`src/rtl/multicycle_control.sv`:
```
// Multi-cycle main control FSM for the RV32I core: FETCH/DECODE/EXEC/MEM/WB sequencing,
// memory-wait timeout and sticky illegal/timeout trap.
module multicycle_control #(
  parameter int MEM_WAIT_MAX  = 15,
  parameter bit EN_JALR_AUIPC = 1'b1,
  parameter int CNT_W         = 4
) (
  input  logic       clk,
  input  logic       rst,
  input  logic [6:0] opcode,
  input  logic       imem_ready,
  input  logic       dmem_ready,
  input  logic       branch_taken,
  output logic       imem_req,
  output logic       ir_write,
  output logic       dmem_req,
  output logic       dmem_we,
  output logic       reg_write,
  output logic       pc_write,
  output logic [1:0] pc_src,
  output logic [1:0] alu_src_a,
  output logic [1:0] alu_src_b,
  output logic [1:0] alu_op,
  output logic [1:0] wb_sel,
  output logic       illegal,
  output logic       timeout,
  output logic [2:0] state
);

  typedef enum logic [2:0] {
    S_FETCH  = 3'd0,
    S_DECODE = 3'd1,
    S_EXEC   = 3'd2,
    S_MEM    = 3'd3,
    S_WB     = 3'd4,
    S_TRAP   = 3'd5
  } state_t;

  localparam logic [6:0] OP_R      = 7'b0110011;
  localparam logic [6:0] OP_I      = 7'b0010011;
  localparam logic [6:0] OP_LOAD   = 7'b0000011;
  localparam logic [6:0] OP_STORE  = 7'b0100011;
  localparam logic [6:0] OP_LUI    = 7'b0110111;
  localparam logic [6:0] OP_AUIPC  = 7'b0010111;
  localparam logic [6:0] OP_JAL    = 7'b1101111;
  localparam logic [6:0] OP_JALR   = 7'b1100111;
  localparam logic [6:0] OP_BRANCH = 7'b1100011;

  localparam logic [CNT_W-1:0] WAIT_LIM = CNT_W'(MEM_WAIT_MAX);

  state_t           state_q, state_d;
  logic [6:0]       opcode_q;
  logic [CNT_W-1:0] wait_cnt, wait_d;
  logic             illegal_q, illegal_d;
  logic             timeout_q, timeout_d;
  logic             at_limit;

  function automatic logic is_legal(input logic [6:0] op);
    case (op)
      OP_R, OP_I, OP_LOAD, OP_STORE, OP_LUI, OP_JAL, OP_BRANCH: return 1'b1;
      OP_AUIPC, OP_JALR: return EN_JALR_AUIPC;
      default: return 1'b0;
    endcase
  endfunction

  always_ff @(posedge clk or posedge rst) begin
    if (rst) begin
      state_q   <= S_FETCH;
      opcode_q  <= '0;
      wait_cnt  <= '0;
      illegal_q <= 1'b0;
      timeout_q <= 1'b0;
    end else begin
      state_q   <= state_d;
      wait_cnt  <= wait_d;
      illegal_q <= illegal_d;
      timeout_q <= timeout_d;
      if (state_q == S_DECODE) opcode_q <= opcode;
    end
  end

  assign at_limit = (MEM_WAIT_MAX != 0) && (wait_cnt == WAIT_LIM);

  // Handshake: imem_req/dmem_req stay high until the matching ready is seen at a rising
  // edge; the transfer completes on that edge. wait_cnt counts only stalled request cycles.
  always_comb begin
    state_d   = state_q;
    wait_d    = '0;
    illegal_d = illegal_q;
    timeout_d = timeout_q;
    imem_req  = 1'b0;
    ir_write  = 1'b0;
    dmem_req  = 1'b0;
    dmem_we   = 1'b0;
    reg_write = 1'b0;
    pc_write  = 1'b0;
    pc_src    = 2'd0;
    alu_src_a = 2'd0;
    alu_src_b = 2'd0;
    alu_op    = 2'b00;
    wb_sel    = 2'd0;
    case (state_q)
      S_FETCH: begin
        imem_req = 1'b1;
        if (imem_ready) begin
          ir_write = 1'b1;
          state_d  = S_DECODE;
        end else if (at_limit) begin
          state_d   = S_TRAP;
          timeout_d = 1'b1;
        end else begin
          wait_d = wait_cnt + 1'b1;
        end
      end
      S_DECODE: begin
        if (is_legal(opcode)) begin
          state_d = S_EXEC;
        end else begin
          state_d   = S_TRAP;
          illegal_d = 1'b1;
        end
      end
      S_EXEC: begin
        case (opcode_q)
          OP_R:     begin alu_op = 2'b10; state_d = S_WB; end
          OP_I:     begin alu_src_b = 2'd1; alu_op = 2'b10; state_d = S_WB; end
          OP_LOAD, OP_STORE: begin alu_src_b = 2'd1; state_d = S_MEM; end
          OP_LUI:   begin alu_src_a = 2'd2; alu_src_b = 2'd1; state_d = S_WB; end
          OP_AUIPC, OP_JAL: begin alu_src_a = 2'd1; alu_src_b = 2'd1; state_d = S_WB; end
          OP_JALR:  begin alu_src_b = 2'd1; state_d = S_WB; end
          OP_BRANCH: begin
            alu_op   = 2'b11;
            pc_write = 1'b1;
            pc_src   = branch_taken ? 2'd1 : 2'd0;
            state_d  = S_FETCH;
          end
          default: begin
            state_d   = S_TRAP;
            illegal_d = 1'b1;
          end
        endcase
      end
      S_MEM: begin
        dmem_req = 1'b1;
        dmem_we  = (opcode_q == OP_STORE);
        if (dmem_ready) begin
          if (opcode_q == OP_STORE) begin
            pc_write = 1'b1;
            state_d  = S_FETCH;
          end else begin
            state_d = S_WB;
          end
        end else if (at_limit) begin
          state_d   = S_TRAP;
          timeout_d = 1'b1;
        end else begin
          wait_d = wait_cnt + 1'b1;
        end
      end
      S_WB: begin
        reg_write = 1'b1;
        pc_write  = 1'b1;
        state_d   = S_FETCH;
        if (opcode_q == OP_LOAD) wb_sel = 2'd1;
        if (opcode_q == OP_JAL || opcode_q == OP_JALR) begin
          wb_sel = 2'd2;
          pc_src = 2'd2;
        end
      end
      S_TRAP:  state_d = S_TRAP;
      default: state_d = S_FETCH;
    endcase
    // Reset must never leak a request or strobe, even combinationally.
    if (rst) begin
      imem_req  = 1'b0;
      ir_write  = 1'b0;
      dmem_req  = 1'b0;
      dmem_we   = 1'b0;
      reg_write = 1'b0;
      pc_write  = 1'b0;
      pc_src    = 2'd0;
      alu_src_a = 2'd0;
      alu_src_b = 2'd0;
      alu_op    = 2'b00;
      wb_sel    = 2'd0;
    end
  end

  assign illegal = illegal_q;
  assign timeout = timeout_q;
  assign state   = state_q;

endmodule

```
`config.mk`:
```
export PLATFORM = sky130hd
export DESIGN_NAME = multicycle_control
export DESIGN_NICKNAME = d
export VERILOG_FILES = /design/src/rtl/multicycle_control.sv
export SDC_FILE = /design/constraint.sdc
export NUM_CORES = 1
export LEC_CHECK = 0
export CORE_MARGIN = 2
export CORE_UTILIZATION = 34
export CTS_CLUSTER_DIAMETER = 150
export DETAILED_ROUTE_END_ITERATION = 12
export HOLD_SLACK_MARGIN = 0.02
export SYNTH_ARGS = -nofsm -noshare
export SYNTH_HDL_FRONTEND = slang
export SYNTH_SLANG_ARGS = --single-unit
```
`constraint.sdc`:
```
create_clock -name clk -period 2.5 [get_ports clk]
set_clock_uncertainty 0.15 [all_clocks]
set_input_delay 0.25 -clock clk [delete_from_list [all_inputs] [get_ports clk]]
set_output_delay 0.25 -clock clk [all_outputs]
set_load 0.05 [all_outputs]
```
==> results by group <==
Outcome
  – Status: complete, no violations

Clock network
  – TritonCTS Buffers: 3
  – CTS tree: done
  – Max clock buf depth: 2
  – # H-tree levels: 1
  – Worst skew pair latency: 280 ps
  – CTS Sinks: 16
  – CTS Hold Buffers Added: 0
  – CTS clock-pin slew for the worst setup and hold paths: 90 ps
  – Clock Tree Root: clkbuf_4

Timing
  – Min cycle time layout: 2300 ps
  – Max Slew Vio Count: 0
  – Hold Slack: 273 ps
  – Final hold vios: 0
  – Setup violators final: 0
  – Max Fclk: 0.435 GHz
  – Final critical-path share of the clock period: 91.9%
  – Slew at the pin closest to its max-slew limit: 503 ps
  – RSZ-0062 raised after global routing: no
  – Fin worst setup slack: 201 ps
  – Max-slew headroom: 66.4%

Worst setup path
  – Critical Path AT: 1900 ps
  – CP max-delay cell: dfrtp_1
  – Startpoint Class: flip-flop
  – Setup crit end kind: primary output
  – Required @ worst endpoint: 2100 ps
  – Crit Path Max Fanout: 7
  – Critical Path Max Stage Delay: 440 ps
  – Chain of cells forming the critical path: or2_1 -> nand2b_1 -> a21o_1 -> a31oi_1 -> buf_12
  – CP Class: flip-flop to primary output

Logic synthesis
  – Xor and xnor area share after synthesis: 0.814%
  – Synth Area in Adders: 1.16%
  – Sequential share of the synthesized area: 37.2%
  – Syn nets: 136
  – Seq cells post-synth: 16
  – Post-synthesis simple-gate area fraction: 31.9%
  – Cell Area, Synth: 1080 um2
  – Compound-Gate Fraction of Synth Area: 14.7%
  – Largest family of logic cells by synthesized area: simple AND/OR/NAND/NOR gates
  – Ys flop type: dfrtp_1
  – Avg Cell Area, Syn: 8.75 um2
  – Yosys warns: 0
  – Synth cell types: 41
  – EDFF count, synth: 0
  – Ys async rst share: 100%
  – Cells after synthesis: 123
  – Proportion of synthesized area in mux cells: 7.33%

Placement
  – Post-Place Worst Slack: 367 ps
  – IO Port Bufs: 31
  – Placed insts: 197
  – Routability cong.: 0.830
  – Final HPWL DP: 2150 um

Routing
  – DR vias: 1037
  – Via-to-Cell Ratio: 5.19
  – Routed wire length: 2710 um
  – DR iter-0 viols: 38
  – DRC Markers: 0
  – Final ANT Viol Nets: 0
  – Drt pass-1 iters: 4
  – DR WL/cell: 13.5 um

Floorplanning
  – Die Ht: 60.3 um
  – Ports: 33
  – DIE WIDTH: 60.3 um
  – Die area: 3630 um2
  – Core ar.: 3030 um2
  – # rows: 20
  – Initial Util: 35.5%

Cells and area
  – Commonest cells after routing, fill and taps aside: 16 x dfrtp_1, 16 x clkdlybuf4s50_1, 13 x buf_12, 10 x nand2_1
  – Area growth from synthesis to layout: 52.2%
  – Ant diodes: 0
  – # nets final: 171
  – Share of post-route cells with drive strength above 1: 25.6%
  – Fin cells: 200

Min path
  – Worst hold path class: input port to async pin

Pwr
  – Total power: 1.26 mW
  – Power per Cell Area: 771 nW/um2
  – Leakage: 0.668 nW
  – VDD IR max: 0.465 mV

GRT
  – Initial antenna violation count: 0
  – Largest net degree at the start of global routing: 15
  – First-pass GRT wire length: 4490 um
  – Total GRT Usage: 16.5%
  – Residual overflow from global routing: 0
  – Number of global-route vias before repair: 958

Flow run
  – Max-cap violations: 0
## path summary, 6_finish.rpt
kind	from	end	slack (ps)	cells after the start
worst min register to register	timeout	timeout	330	1
worst min-delay path	rst	state[1]	270	3
min in group clk	timeout	timeout	330	1
worst max-delay path	opcode_q[2]	alu_src_b[0]	200	5
max in group asynchronous	rst	opcode_q[0]	1790	3
worst max register to register	opcode_q[2]	state[0]	550	4
## cell families (layout without fill, tap and decap cells)
kind of cell,after synthesis,after routing
multiplexers,7,7
AO/OA/AOI/OAI,22,22
adder cells (fa/ha/maj),1,1
AND/OR/NAND/NOR,59,59
XOR/XNOR,1,1
flip-flops,16,16
other,1,1
buffers and inverters,16,49
## area by class of cell
| type | instances | area [um2] |
|---|---|---|
| Clock buffer | 3 | 22.5 |
| Inverter | 9 | 33.8 |
| Timing Repair Buffer | 37 | 480 |
| Fill cell | 280 | 1390 |
| Sequential cell | 16 | 400 |
| Tap cell | 44 | 55.1 |
| Multi-Input combinational cell | 91 | 646 |
## power breakdown
part,switching [mW],internal (mW)
sequential,0.116,0.339
combinational,0.377,0.297
clock,0.0767,0.0559
total,0.570,0.693
## synth_stat cells (all sizes together) (2+ instances only)
master / count / share of area [%]
a21o: 3 / 2.1
a21oi: 5 / 2.3
a31oi: 2 / 1.2
and2: 4 / 2.3
and3: 2 / 1.3
buf: 3 / 2.1
clkbuf: 4 / 1.4
dfrtp: 16 / 37
inv: 9 / 3.1
mux2: 7 / 7.3
nand2: 10 / 3.5
nand2b: 4 / 2.3
nand3: 2 / 0.93
nand3b: 2 / 1.4
nand4: 2 / 1.2
nand4b: 3 / 2.4
nor2: 9 / 3.1
nor3: 4 / 1.9
nor3b: 3 / 2.1
nor4: 5 / 2.9
o21a: 2 / 1.4
o21ai: 2 / 0.93
o22ai: 2 / 1.2
o31ai: 2 / 1.4
or3: 4 / 2.8
## flip-flops by register name, indices dropped and copies added (netlist names)
signal	cells
opcode_q	7
wait_cnt	4
state	3
illegal	1
timeout	1
## metrics by stage
step | utilization (%) | instance area (um2) | setup TNS, ps
2_1_floorplan | - | 1110 | -209
3_3_place_gp | 53.2 | 1610 | 0
3_5_place_dp | 53.2 | 1610 | 0
4_1_cts | 53.9 | 1630 | 0
5_1_grt | 54.1 | 1640 | 0
6_report | 54.1 | 1640 | 0
## layer usage
layer  track usage [%]  wire length, um  vias to the layer above
met3              3.90              152                        6
li1                  -                -                      507
met4              7.30               48                        0
met1              23.8             1300                      492
met2              23.1             1210                       32
met5                 0                0                        -
## worst max-delay path: cells and delay by family (launching register included)
kind,cells,cell delay (ps)
flip-flops,1,440
AND/OR/NAND/NOR,2,570
buffers and inverters,1,180
AO/OA/AOI/OAI,2,430
## repair_timing
| action | 4_1_cts | 5_1_grt |
|---|---|---|
| resized for setup | 0 | 1 |
| setup endpoints to repair | 0 | 1 |
| endpoints found under the hold margin | 0 | 0 |
| setup buffers | 0 | 0 |
No activity file was read; power rests on OpenSTA's default activity.
